===== config.mk =====
export PLATFORM = sky130hd
export DESIGN_NAME = adc_sar_sequencer
export DESIGN_NICKNAME = d
export VERILOG_FILES = /design/src/rtl/adc_sar_pkg.sv /design/src/rtl/adc_sar_avg_accumulator.sv /design/src/rtl/adc_sar_sequencer.sv
export SDC_FILE = /design/constraint.sdc
export NUM_CORES = 1
export LEC_CHECK = 0
export BUFFER_PORTS_ARGS = -buffer_cell sky130_fd_sc_hd__buf_2
export CORE_MARGIN = 2
export CORE_UTILIZATION = 45
export DETAILED_ROUTE_END_ITERATION = 10
export PLACE_DENSITY = 0.66
export SLEW_MARGIN = 30
export SYNTH_ARGS = -nofsm -noshare
export SYNTH_HDL_FRONTEND = slang
export SYNTH_HIERARCHICAL = 1
export SYNTH_SLANG_ARGS = --single-unit

===== constraint.sdc =====
create_clock -name clk -period 2.5 [get_ports clk]
set_input_delay 0.25 -clock clk [delete_from_list [all_inputs] [get_ports clk]]
set_output_delay 0.25 -clock clk [all_outputs]
set_load 0.05 [all_outputs]

===== src/rtl/adc_sar_pkg.sv =====
// Shared types and constants for the SAR ADC sequencer.
package adc_sar_pkg;

    localparam int ADC_BITS = 12;
    localparam int ACC_W    = ADC_BITS + 3;

    localparam logic [ADC_BITS-1:0] MSB_TRIAL = {1'b1, {(ADC_BITS-1){1'b0}}};

    typedef enum logic [1:0] {
        ST_IDLE,
        ST_SAMPLE,
        ST_CONVERT,
        ST_DONE
    } state_t;

    // Index of the final repeat for an averaging factor of 2^avg_sel.
    function automatic logic [2:0] rep_limit(input logic [1:0] avg_sel);
        return 3'((4'd1 << avg_sel) - 4'd1);
    endfunction

endpackage


===== src/rtl/adc_sar_avg_accumulator.sv =====
// Running-sum accumulator for averaged conversions; only built when
// ADC_SAR_AVG_EN is defined.
`ifdef ADC_SAR_AVG_EN
module adc_sar_avg_accumulator
    import adc_sar_pkg::*;
(
    input  logic                clk,
    input  logic                rst,
    input  logic                clear,
    input  logic                add,
    input  logic [ADC_BITS-1:0] word,
    input  logic [1:0]          shift,
    output logic [ADC_BITS-1:0] avg_word
);

    logic [ACC_W-1:0] acc;
    logic [ACC_W-1:0] sum;

    // avg_word already includes the word being added, so the final average
    // is ready on the same edge that closes the last conversion.
    assign sum      = acc + ACC_W'(word);
    assign avg_word = ADC_BITS'(sum >> shift);

    always_ff @(posedge clk) begin
        if (rst || clear) begin
            acc <= '0;
        end else if (add) begin
            acc <= sum;
        end
    end

endmodule
`endif


===== src/rtl/adc_sar_sequencer.sv =====
// SAR ADC conversion sequencer: sample, 12-bit successive approximation, done.
// Optional averaging over 2^avg_sel conversions when ADC_SAR_AVG_EN is defined.
module adc_sar_sequencer
    import adc_sar_pkg::*;
(
    input  logic                clk,
    input  logic                rst,
    input  logic                start,
    input  logic [3:0]          sample_cycles,
    input  logic                comp,
`ifdef ADC_SAR_AVG_EN
    input  logic [1:0]          avg_sel,
`endif
    output logic [ADC_BITS-1:0] data,
    output logic                sample,
    output logic                busy,
    output logic [ADC_BITS-1:0] result,
    output logic                valid
);

    state_t              state;
    state_t              state_next;
    logic [ADC_BITS-1:0] trial;
    logic [ADC_BITS-1:0] probe;
    logic [ADC_BITS-1:0] kept_word;
    logic [ADC_BITS-1:0] final_word;
    logic [3:0]          cnt;
    logic [3:0]          samp_len;
    logic                accept;
    logic                sample_end;
    logic                conv_end;
    logic                last_rep;

    assign accept     = (state == ST_IDLE) && start;
    assign sample_end = (state == ST_SAMPLE) && (cnt == samp_len);
    assign conv_end   = (state == ST_CONVERT) && probe[0];
    // probe is the one-hot bit under test; clear it if the input is below the trial.
    assign kept_word  = comp ? trial : (trial & ~probe);
    assign data       = trial;

`ifdef ADC_SAR_AVG_EN
    logic [1:0] avg_lat;
    logic [2:0] rep_cnt;

    assign last_rep = (rep_cnt == rep_limit(avg_lat));

    always_ff @(posedge clk) begin
        if (rst) begin
            avg_lat <= '0;
            rep_cnt <= '0;
        end else if (accept) begin
            avg_lat <= avg_sel;
            rep_cnt <= '0;
        end else if (conv_end && !last_rep) begin
            rep_cnt <= rep_cnt + 3'd1;
        end
    end

    adc_sar_avg_accumulator u_acc (
        .clk      (clk),
        .rst      (rst),
        .clear    (accept),
        .add      (conv_end),
        .word     (kept_word),
        .shift    (avg_lat),
        .avg_word (final_word)
    );
`else
    assign last_rep   = 1'b1;
    assign final_word = kept_word;
`endif

    always_comb begin
        state_next = state;
        sample     = 1'b0;
        busy       = 1'b1;
        valid      = 1'b0;
        unique case (state)
            ST_IDLE: begin
                busy = 1'b0;
                if (start) state_next = ST_SAMPLE;
            end
            ST_SAMPLE: begin
                sample = 1'b1;
                if (cnt == samp_len) state_next = ST_CONVERT;
            end
            ST_CONVERT: begin
                if (probe[0]) state_next = last_rep ? ST_DONE : ST_SAMPLE;
            end
            ST_DONE: begin
                valid      = 1'b1;
                state_next = ST_IDLE;
            end
            default: state_next = ST_IDLE;
        endcase
    end

    always_ff @(posedge clk) begin
        if (rst) begin
            state    <= ST_IDLE;
            trial    <= '0;
            probe    <= '0;
            cnt      <= '0;
            samp_len <= '0;
            result   <= '0;
        end else begin
            state <= state_next;
            if (accept) begin
                samp_len <= sample_cycles;
                cnt      <= '0;
            end
            if (state == ST_SAMPLE) begin
                if (sample_end) begin
                    cnt   <= '0;
                    trial <= MSB_TRIAL;
                    probe <= MSB_TRIAL;
                end else begin
                    cnt <= cnt + 4'd1;
                end
            end
            if (state == ST_CONVERT) begin
                if (probe[0]) begin
                    trial <= '0;
                    probe <= '0;
                    if (last_rep) result <= final_word;
                end else begin
                    trial <= kept_word | (probe >> 1);
                    probe <= probe >> 1;
                end
            end
        end
    end

endmodule


==> impl_metrics.ini <==
[floorplan]
num_rows = 24
ios = 35
die_h_microns = 71.9
chipWidth_microns = 71.9
start_util = 0.473
die_area_sq_um = 5170
fp.coreArea_sq_um = 4380

[grt]
grt_pass1_vias = 1716
grt_pass1_wl_mm = 7.95
track_usage = 0.194
antenna_found_initial = 0
grt_max_degree = 28
gr-total-overflow = 0

[clock_tree]
clk_path_buf_depth = 2
insertion_delay_ns = 0.30
clk_pin_slew_ns = 0.08
cts_made_buffers = 5
cts-root-buf = clkbuf_8
h-tree-depth = 2
postCtsResizedCells = 0
post_cts_buffers = 0
cts_sinks = 46
cts_hold_buf = 0
cts_tree = done

[timing]
fmax_mhz = 504
finalSetupViolCount = 0
hold_violations = 0
slew_headroom = 0.464
final.setup.tns_ns = 0
holdWs_ns = 0.189
min_period_ns = 1.98
rsz0062_at_grt = false
tightest_slew_ns = 0.802
maxSlewViolCount = 0
fin_skew_ns = 0.00783
period_share = 0.793

[worst_setup_path]
cpLargestDelayFamily = simple AND/OR/NAND/NOR gates
slowest_delay_ns = 0.46
worst-r2r-setup-slack_ns = 0.52
cp-startpoint = state[0]
worstReg2RegEnd = data[1]
critPathBufInv = 1
arrival_ns = 2.20
r2r-start = state[0]
crit_chain = inv_1, ha_1, nand4bb_1, nor2_1, o21ai_0, o21ai_0
cp.depth = 6
path_class = reg2reg
worstSetupEndpoint = data[1]
cpMostUsedCell = o21ai_0
start_kind = flop
reg2regPathDepth = 6
cp-end-kind = flop
crit_fanout = 10
crit_required_ns = 2.72
slowest_stage = nand4bb_1

[synthesis]
syn_inst = 253
ys_ff_latch = 46
syn_nets = 267
yosys_warnings = 6
synth_seq_area_share = 0.444
syn_avg_cell_area_sq_um = 8.20
netlist_area_sq_um = 2070
synth.distinct_cells = 33

[final_layout]
mostFrequentLayoutCell = dfxtp_1
layout_common_cells = dfxtp_1 (46), nor2_1 (35), nand2_1 (34), buf_2 (34), o21ai_0 (28)
layout-drive-gt1-share = 0.187
num_antenna_cells = 0
fin_area_sq_um = 2380
final_nets = 297
syn_to_final_growth_pct = 14.9

[route]
wl_per_cell_microns = 13.5
drt-initial-drc-count = 170
dr.pass1.iters = 4
drc = 0
avgViaCountPerCell = 5.39
drtAntennaViolNets = 0
vias = 1812
drt_wl_total_mm = 4.54

[place]
port_buffers = 34
placed_area_sq_um = 2270
place.gp.congestion = 0.811
dp_hpwl_mm = 3.03

[power_and_ir_drop]
ir_drop_v = 0.000505
p_leak_nw = 0.989
power.density_nw_per_um2 = 831

[min_path]
hold_class = in2reg

[flow_run]
drv_cap = 0

[status]
outcome = finished, final reports clean
## logic make-up (layout without fill, tap and decap cells)
family,Yosys count,count (layout),synth area share
compound gates,66,66,0.194
xor+xnor,4,4,0.0368
fa+ha+maj,6,6,0.0362
buf+inv,20,51,0.0410
flops,46,46,0.444
mux,1,1,0.00483
simple gates,110,110,0.243
## synth_stat cells
cell type  number  area (sq um)
dfxtp_1        46           921
nor2_1         35           131
nand2_1        34           128
o21ai_0        28           140
nor2b_1        12          75.1
a22oi_1        11          82.6
nor3_1         11          55.1
a21oi_1        10          50.1
nand3_1        10          50.1
buf_2           8          40.0
o21ai_1         8          40.0
ha_1            6          75.1
clkbuf_1        5          18.8
inv_1           5          18.8
a31oi_1         3          18.8
xnor2_2         3          48.8
buf_1           2          7.51
a21oi_2         1          8.76
a32o_1          1          10.0
a41oi_4         1          27.5
and2b_1         1          7.51
mux2i_1         1          10.0
nand2b_1        1          6.26
nand4_1         1          6.26
nand4_2         1          12.5
nand4bb_1       1          11.3
nor2_2          1          6.26
o211a_1         1          10.0
o21a_1          1          7.51
o21bai_1        1          7.51
or3_1           1          6.26
or3b_1          1          8.76
xnor2_4         1          27.5
## state kept, by name, summed over array words and instances, names as in the netlist
| name | flops |
|---|---|
| state | 2 |
| result | 12 |
| probe | 12 |
| data | 12 |
| cnt | 4 |
| samp_len | 4 |
## worst min path at each step
stage          cells after the start              from  slack [ns]     endpoint
5_1_grt                            3  sample_cycles[0]        0.20  samp_len[0]
4_1_cts                            3  sample_cycles[2]        0.18  samp_len[2]
3_5_place_dp                       2         result[0]        0.45    result[0]
2_1_floorplan                      2  sample_cycles[0]        0.40  samp_len[0]
6_report                           3  sample_cycles[2]        0.19  samp_len[2]
3_3_place_gp                       2         result[0]        0.44    result[0]
## power by group
group | leakage (nW) | internal (mW) | switching, mW
Clock | 0.0514 | 0.298 | 0.256
Sequential | 0.371 | 0.769 | 0.0382
Combinational | 0.566 | 0.192 | 0.427
Total | 0.989 | 1.26 | 0.721
## stage by stage
step / std cells / util / power (mW) / setup WS (ns)
floorplan: 253 / - / 1.30 / 0.717
global placement: 328 / 0.519 / 1.43 / 0.635
detailed placement: 328 / 0.519 / 1.44 / 0.567
CTS: 336 / 0.544 / 2.00 / 0.541
global route: 336 / 0.544 / 2.09 / 0.274
finish: 336 / 0.544 / 1.98 / 0.518
## tightest hold or removal path, stage by stage
cell and delay (ns):
buf_2 0.09, nand3_1 0.05, a21oi_1 0.05
## layer usage
metal | vias to the layer above | global-route usage | share of wire
li1 | 924 | - | -
met1 | 839 | 0.267 | 0.49
met2 | 44 | 0.296 | 0.45
met3 | 5 | 0.0403 | 0.044
met4 | 0 | 0.0797 | 0.013
met5 | - | 0 | 0
## cell type report
cell class,count,area (sq um)
Multi-Input combinational cell,187,1070
Clock inverter,2,37.5
Inverter,5,18.8
Tap cell,52,65.1
Clock buffer,6,72.6
Sequential cell,46,921
Timing Repair Buffer,38,200
Fill cell,429,2000
Power figures use the tool's default switching activity.
